==> src/rtl/moka_rv32_pkg.sv <==
// rtl/moka_rv32_pkg.sv - shared RV32 fetch constants and fetch state encoding
// Optional macro IF_MISALIGN_TRAP_EN adds the ERROR state encoding.
package moka_rv32_pkg;

    localparam int unsigned XLEN   = 32;
    localparam int unsigned ILEN   = 32;
    localparam int unsigned PC_INC = 4;

    localparam logic [XLEN-1:0] RESET_PC_DEFAULT = 32'h0000_0000;

    localparam logic [1:0] ST_IDLE  = 2'd0;
    localparam logic [1:0] ST_FETCH = 2'd1;
    localparam logic [1:0] ST_STALL = 2'd2;
`ifdef IF_MISALIGN_TRAP_EN
    localparam logic [1:0] ST_ERROR = 2'd3;
`endif

endpackage

==> src/rtl/pc_gen.sv <==
// rtl/pc_gen.sv - next-PC selection: hold, sequential increment or branch redirect
// Macro IF_MISALIGN_TRAP_EN: a misaligned target leaves the PC unchanged.
module pc_gen
    import moka_rv32_pkg::*;
#(
    parameter int unsigned DATA_WIDTH = XLEN
) (
    input  logic [1:0]            i_state,
    input  logic                  i_acc,
    input  logic                  i_branch_taken,
    input  logic [DATA_WIDTH-1:0] i_branch_target,
    input  logic [DATA_WIDTH-1:0] i_pc,
    output logic [DATA_WIDTH-1:0] o_pc_next
);

    localparam logic [DATA_WIDTH-1:0] ALIGN_MASK = ~DATA_WIDTH'(3);

    logic w_active;

    assign w_active = (i_state == ST_FETCH) || (i_state == ST_STALL);

    // Redirect beats sequential advance; the increment wraps naturally at the top of the space.
    always_comb begin
        o_pc_next = i_pc;
        if (w_active) begin
            if (i_branch_taken) begin
`ifdef IF_MISALIGN_TRAP_EN
                if (i_branch_target[1:0] == 2'b00) begin
                    o_pc_next = i_branch_target;
                end
`else
                o_pc_next = i_branch_target & ALIGN_MASK;
`endif
            end else if (i_acc) begin
                o_pc_next = i_pc + DATA_WIDTH'(PC_INC);
            end
        end
    end

endmodule

==> src/rtl/instruction_fetch.sv <==
// rtl/instruction_fetch.sv - fetch stage: state machine, IF/ID capture register, imem interface
// Macro IF_MISALIGN_TRAP_EN: adds misalign_err output and a reset-only ERROR state.
module instruction_fetch
    import moka_rv32_pkg::*;
#(
    parameter int unsigned           DATA_WIDTH = XLEN,
    parameter logic [DATA_WIDTH-1:0] RESET_PC   = DATA_WIDTH'(RESET_PC_DEFAULT)
) (
    input  logic                  clk,
    input  logic                  rstn,
    output logic                  imem_en,
    output logic [DATA_WIDTH-1:0] imem_addr,
    input  logic [DATA_WIDTH-1:0] imem_rdata,
    input  logic                  branch_taken,
    input  logic [DATA_WIDTH-1:0] branch_target,
    output logic                  id_valid,
    input  logic                  id_ready,
    output logic [DATA_WIDTH-1:0] id_instr,
    output logic [DATA_WIDTH-1:0] id_pc
`ifdef IF_MISALIGN_TRAP_EN
    ,
    output logic                  misalign_err
`endif
);

    logic [1:0]            r_state;
    logic [1:0]            w_state_next;
    logic [DATA_WIDTH-1:0] r_pc;
    logic [DATA_WIDTH-1:0] w_pc_next;
    logic [DATA_WIDTH-1:0] r_id_instr;
    logic [DATA_WIDTH-1:0] r_id_pc;
    logic                  r_id_valid;
    logic                  w_acc;
    logic                  w_active;
    logic                  w_redirect;
    logic                  w_capture;

    assign w_acc      = !r_id_valid || id_ready;
    assign w_active   = (r_state == ST_FETCH) || (r_state == ST_STALL);
    assign w_redirect = w_active && branch_taken;
    assign w_capture  = w_active && !branch_taken && w_acc;

    assign imem_en   = w_active;
    assign imem_addr = {2'b00, r_pc[DATA_WIDTH-1:2]};
    assign id_valid  = r_id_valid;
    assign id_instr  = r_id_instr;
    assign id_pc     = r_id_pc;

`ifdef IF_MISALIGN_TRAP_EN
    logic w_misalign;
    logic r_misalign_err;

    assign w_misalign   = branch_taken && (branch_target[1:0] != 2'b00);
    assign misalign_err = r_misalign_err;

    always_ff @(posedge clk or negedge rstn) begin
        if (!rstn) begin
            r_misalign_err <= 1'b0;
        end else if (w_redirect && w_misalign) begin
            r_misalign_err <= 1'b1;
        end
    end
`endif

    pc_gen #(
        .DATA_WIDTH (DATA_WIDTH)
    ) u_pc_gen (
        .i_state         (r_state),
        .i_acc           (w_acc),
        .i_branch_taken  (branch_taken),
        .i_branch_target (branch_target),
        .i_pc            (r_pc),
        .o_pc_next       (w_pc_next)
    );

    always_comb begin
        w_state_next = r_state;
        case (r_state)
            ST_IDLE: w_state_next = ST_FETCH;
            ST_FETCH, ST_STALL: begin
                if (branch_taken || w_acc) begin
                    w_state_next = ST_FETCH;
                end else begin
                    w_state_next = ST_STALL;
                end
`ifdef IF_MISALIGN_TRAP_EN
                if (w_misalign) begin
                    w_state_next = ST_ERROR;
                end
`endif
            end
`ifdef IF_MISALIGN_TRAP_EN
            ST_ERROR: w_state_next = ST_ERROR;
`endif
            default: w_state_next = ST_IDLE;
        endcase
    end

    // A redirect only flushes the valid bit; the stale instr/pc are never presented as valid.
    always_ff @(posedge clk or negedge rstn) begin
        if (!rstn) begin
            r_state    <= ST_IDLE;
            r_pc       <= RESET_PC;
            r_id_valid <= 1'b0;
            r_id_instr <= '0;
            r_id_pc    <= '0;
        end else begin
            r_state <= w_state_next;
            r_pc    <= w_pc_next;
            if (w_redirect) begin
                r_id_valid <= 1'b0;
            end else if (w_capture) begin
                r_id_valid <= 1'b1;
                r_id_instr <= imem_rdata;
                r_id_pc    <= r_pc;
            end
        end
    end

endmodule

==> config.mk <==
export PLATFORM = sky130hd
export DESIGN_NAME = instruction_fetch
export DESIGN_NICKNAME = d
export VERILOG_FILES = /design/src/rtl/moka_rv32_pkg.sv /design/src/rtl/pc_gen.sv /design/src/rtl/instruction_fetch.sv
export SDC_FILE = /design/constraint.sdc
export NUM_CORES = 1
export LEC_CHECK = 0
export ABC_AREA = 1
export CAP_MARGIN = 5
export CORE_MARGIN = 10
export CORE_UTILIZATION = 35
export DETAILED_ROUTE_END_ITERATION = 7
export SYNTH_ARGS = -nofsm -noshare
export SYNTH_HDL_FRONTEND = slang
export SYNTH_SLANG_ARGS = --single-unit
==> constraint.sdc <==
create_clock -name clk -period 2.9 [get_ports clk]
set_clock_uncertainty 0.05 [all_clocks]
set_input_delay 0.725 -clock clk [delete_from_list [all_inputs] [get_ports clk]]
set_output_delay 0.725 -clock clk [all_outputs]
set_load 0.02 [all_outputs]
==> flow_metrics.py <==
metrics = {
    "sta": {
        "setup_ws_ns": 0.240,
        "rsz0062_at_grt": "no",
        "timing.final.crit_period_ns": 2.66,
        "tightest_slew_ns": 0.649,
        "fmax_mhz": 376,
        "fin_crit_sh_pct": 91.7,
        "setup_viol": 0,
        "slew_violations": 0,
        "hold_viol": 0,
        "setup_tns_ns": 0,
        "relSlewSlack_pct": 56.7,
    },
    "clocking": {
        "clockRootBuffer": "clkbuf_16",
        "clk_pin_slew_ns": 0.06,
        "post_cts_buffers": 0,
        "cts_hold_buf": 0,
        "cts_buffers": 9,
        "cts_buffer_depth": 2,
        "clock_latency_ns": 0.35,
        "cts_sinks": 95,
        "ctsResizeCount": 0,
        "cts_tree": "done",
        "htree_levels": 3,
    },
    "yosys": {
        "synth_top_cells_by_area": "dfrtp_1 50%, nand2_1 13%, mux2_2 8.6%, nor2_1 6.4%, o21ai_0 4.6%",
        "synth.largest_area_cell": "dfrtp_1",
        "synth_async_sr_flop_share_pct": 100,
        "synth-seq-area-share_pct": 50.4,
        "synth_commonest_cells": "166 x nand2_1, 95 x dfrtp_1, 80 x nor2_1, 46 x inv_1, 43 x o21ai_0",
        "synth_xor_area_share_pct": 0.186,
        "ys_warn_count": 0,
        "synth.distinct_cells": 29,
        "netlist_area_sq_um": 4720,
        "syn_area_per_cell_sq_um": 8.33,
        "synth_fa_ha_area_share_pct": 0.796,
        "ys_ff_latch": 95,
        "synth_top_area_share_pct": 50.4,
        "synthSimpleGateAreaFrac_pct": 24.7,
        "synth_top_family_by_area": "simple AND/OR/NAND/NOR gates",
        "synthCells": 566,
        "muxShareOfSynthArea_pct": 8.60,
        "synth_compound_area_share_pct": 7.93,
        "synth-main-ff-cell": "dfrtp_1",
        "post-synth-top-count-cell": "nand2_1",
        "synth_edf_count": 0,
    },
    "pwr": {
        "ir_drop_v": 0.000429,
        "p_leak_nw": 3.00,
        "p_per_area_nw_per_um2": 1170,
    },
    "global_route": {
        "grt.total_usage_pct": 15.3,
        "antenna_found_initial": 0,
        "grt_max_degree": 58,
        "grt_pass1_wl_microns": 22300,
        "globalRoute.totalOverflow": 0,
        "grt_pass1_vias": 4100,
    },
    "worst_setup_path": {
        "cp.arrival_ns": 1.89,
        "cp_num_buf_inv": 2,
        "rrSetupSlack_ns": 1.04,
        "path_cells": "inv_1, ha_1, clkdlybuf4s50_1",
        "required_ns": 2.12,
        "path_max_fanout": 5,
        "slowest_delay_ns": 0.70,
        "cp_num_cells": 3,
        "critical-path-slowest-cell": "clkdlybuf4s50_1",
        "cp-start-kind": "flip-flop",
        "reg2reg_depth": 5,
        "timing_worst_setup_path_type": "reg -> out",
        "end_kind": "output pin",
        "cp_top_family": "buffers and inverters",
    },
    "detailed_routing": {
        "dr.pass1.iters": 5,
        "routed_wl_microns": 14400,
        "vias_per_cell": 4.77,
        "vias": 4295,
        "drc": 0,
        "wire_per_inst_microns": 15.9,
        "dr.first_iter.drc_count": 209,
        "ant_nets": 0,
    },
    "outcome": {
        "status": "finished clean",
    },
    "floorplanning": {
        "fp-row-count": 42,
        "ios": 166,
        "fp.dieW_microns": 136,
        "initial_core_util_pct": 35.6,
        "core_area_sq_um": 13200,
        "die_h_microns": 136,
        "die_area_sq_um": 18500,
    },
    "layout": {
        "diodes": 0,
        "fin_nets": 791,
        "drive_gt1_share_pct": 9.66,
        "fin_cells": 901,
        "syn2layout_area_growth_pct": 43.0,
    },
    "min_path": {
        "hp-class": "in -> async",
    },
    "placement": {
        "dp.cells": 885,
        "dpl.hpwl_microns": 11100,
        "routabilityCongestion": 0.873,
        "portBuffers": 159,
        "pre_cts_ws_ns": 0.155,
    },
    "run": {
        "cap_violations": 0,
    },
}
## cell families (layout without fill, tap and decap cells)
logic type | Yosys count | count (layout)
and+or+nand+nor | 289 | 289
adders and majority gates | 3 | 3
muxes | 36 | 36
buffers and inverters | 73 | 229
DFF | 95 | 95
AOI/OAI and AO/OA | 68 | 68
other | 1 | 4
xor gates and xnor gates | 1 | 1
## final cells by class
type / count / area, sq um
inverters: 48 / 180
repair buffers: 165 / 1670
flip-flops and latches: 95 / 2380
multi-input cells: 401 / 2010
well taps: 176 / 220
clock inverters: 3 / 17.5
clock buffers: 13 / 260
fillers: 1292 / 6500
## routing by layer
| layer | vias up | wire [microns] | track usage [%] |
|---|---|---|---|
| li1 | 2108 | - | - |
| met4 | 0 | 300 | 6.80 |
| met5 | - | 0 | 0 |
| met1 | 1999 | 6510 | 20.1 |
| met3 | 20 | 1040 | 3.17 |
| met2 | 168 | 6520 | 23.9 |
## where the power goes
part           internal [W]  switching (W)  total (W)
logic               0.00189        0.00234    0.00423
clock network      0.000626       0.000499    0.00113
registers           0.00199       0.000548    0.00254
## metrics by stage
stage | power [W] | cell area (sq um) | utilization, % | hold WS [ns]
floorplan | 0.00485 | 4730 | - | 0.379
global route | 0.00846 | 6740 | 50.9 | 0.393
detailed placement | 0.00686 | 6460 | 48.8 | 0.424
CTS | 0.00801 | 6740 | 50.9 | 0.366
global placement | 0.00678 | 6460 | 48.8 | 0.418
finish | 0.00790 | 6740 | 50.9 | 0.341
## registers in the layout, summed over array words and instances, names as in the netlist
name,count
id_instr,32
id_pc,30
id_valid,1
r_pc,30
r_state,2
## path summary, 6_finish.rpt
| kind | start | endpoint |
|---|---|---|
| setup / recovery | r_state[1] | imem_en |
| hold / removal | rstn | id_instr[10] |
| setup reg to reg | r_state[0] | id_instr[12] |
| hold reg to reg | id_pc[31] | id_pc[31] |
| max in group asynchronous | rstn | id_pc[30] |
| min in group clk | id_pc[31] | id_pc[31] |
## layout by cell type (no fill, tap or decap)
cell type / instances
nor2_2: 2
buf_12: 3
or2_4: 1
inv_2: 2
clkdlybuf4s50_1: 158
o22ai_1: 7
clkbuf_1: 2
nor2_4: 2
inv_1: 46
a22oi_2: 1
mux2_2: 36
or2_2: 2
xor2_1: 1
a21oi_2: 1
nand3_4: 1
o21ai_4: 1
clkinvlp_4: 1
clkbuf_8: 2
o21ai_1: 3
nand3_1: 31
buf_4: 4
nor2_1: 80
dfrtp_1: 95
nor3_1: 3
clkinv_2: 2
o21ai_0: 43
a21oi_1: 10
ha_1: 3
clkbuf_16: 9
nand2_1: 166
and2_1: 1
a31oi_1: 2
conb_1: 4
Note: power is estimated with default switching activity, not from simulation.
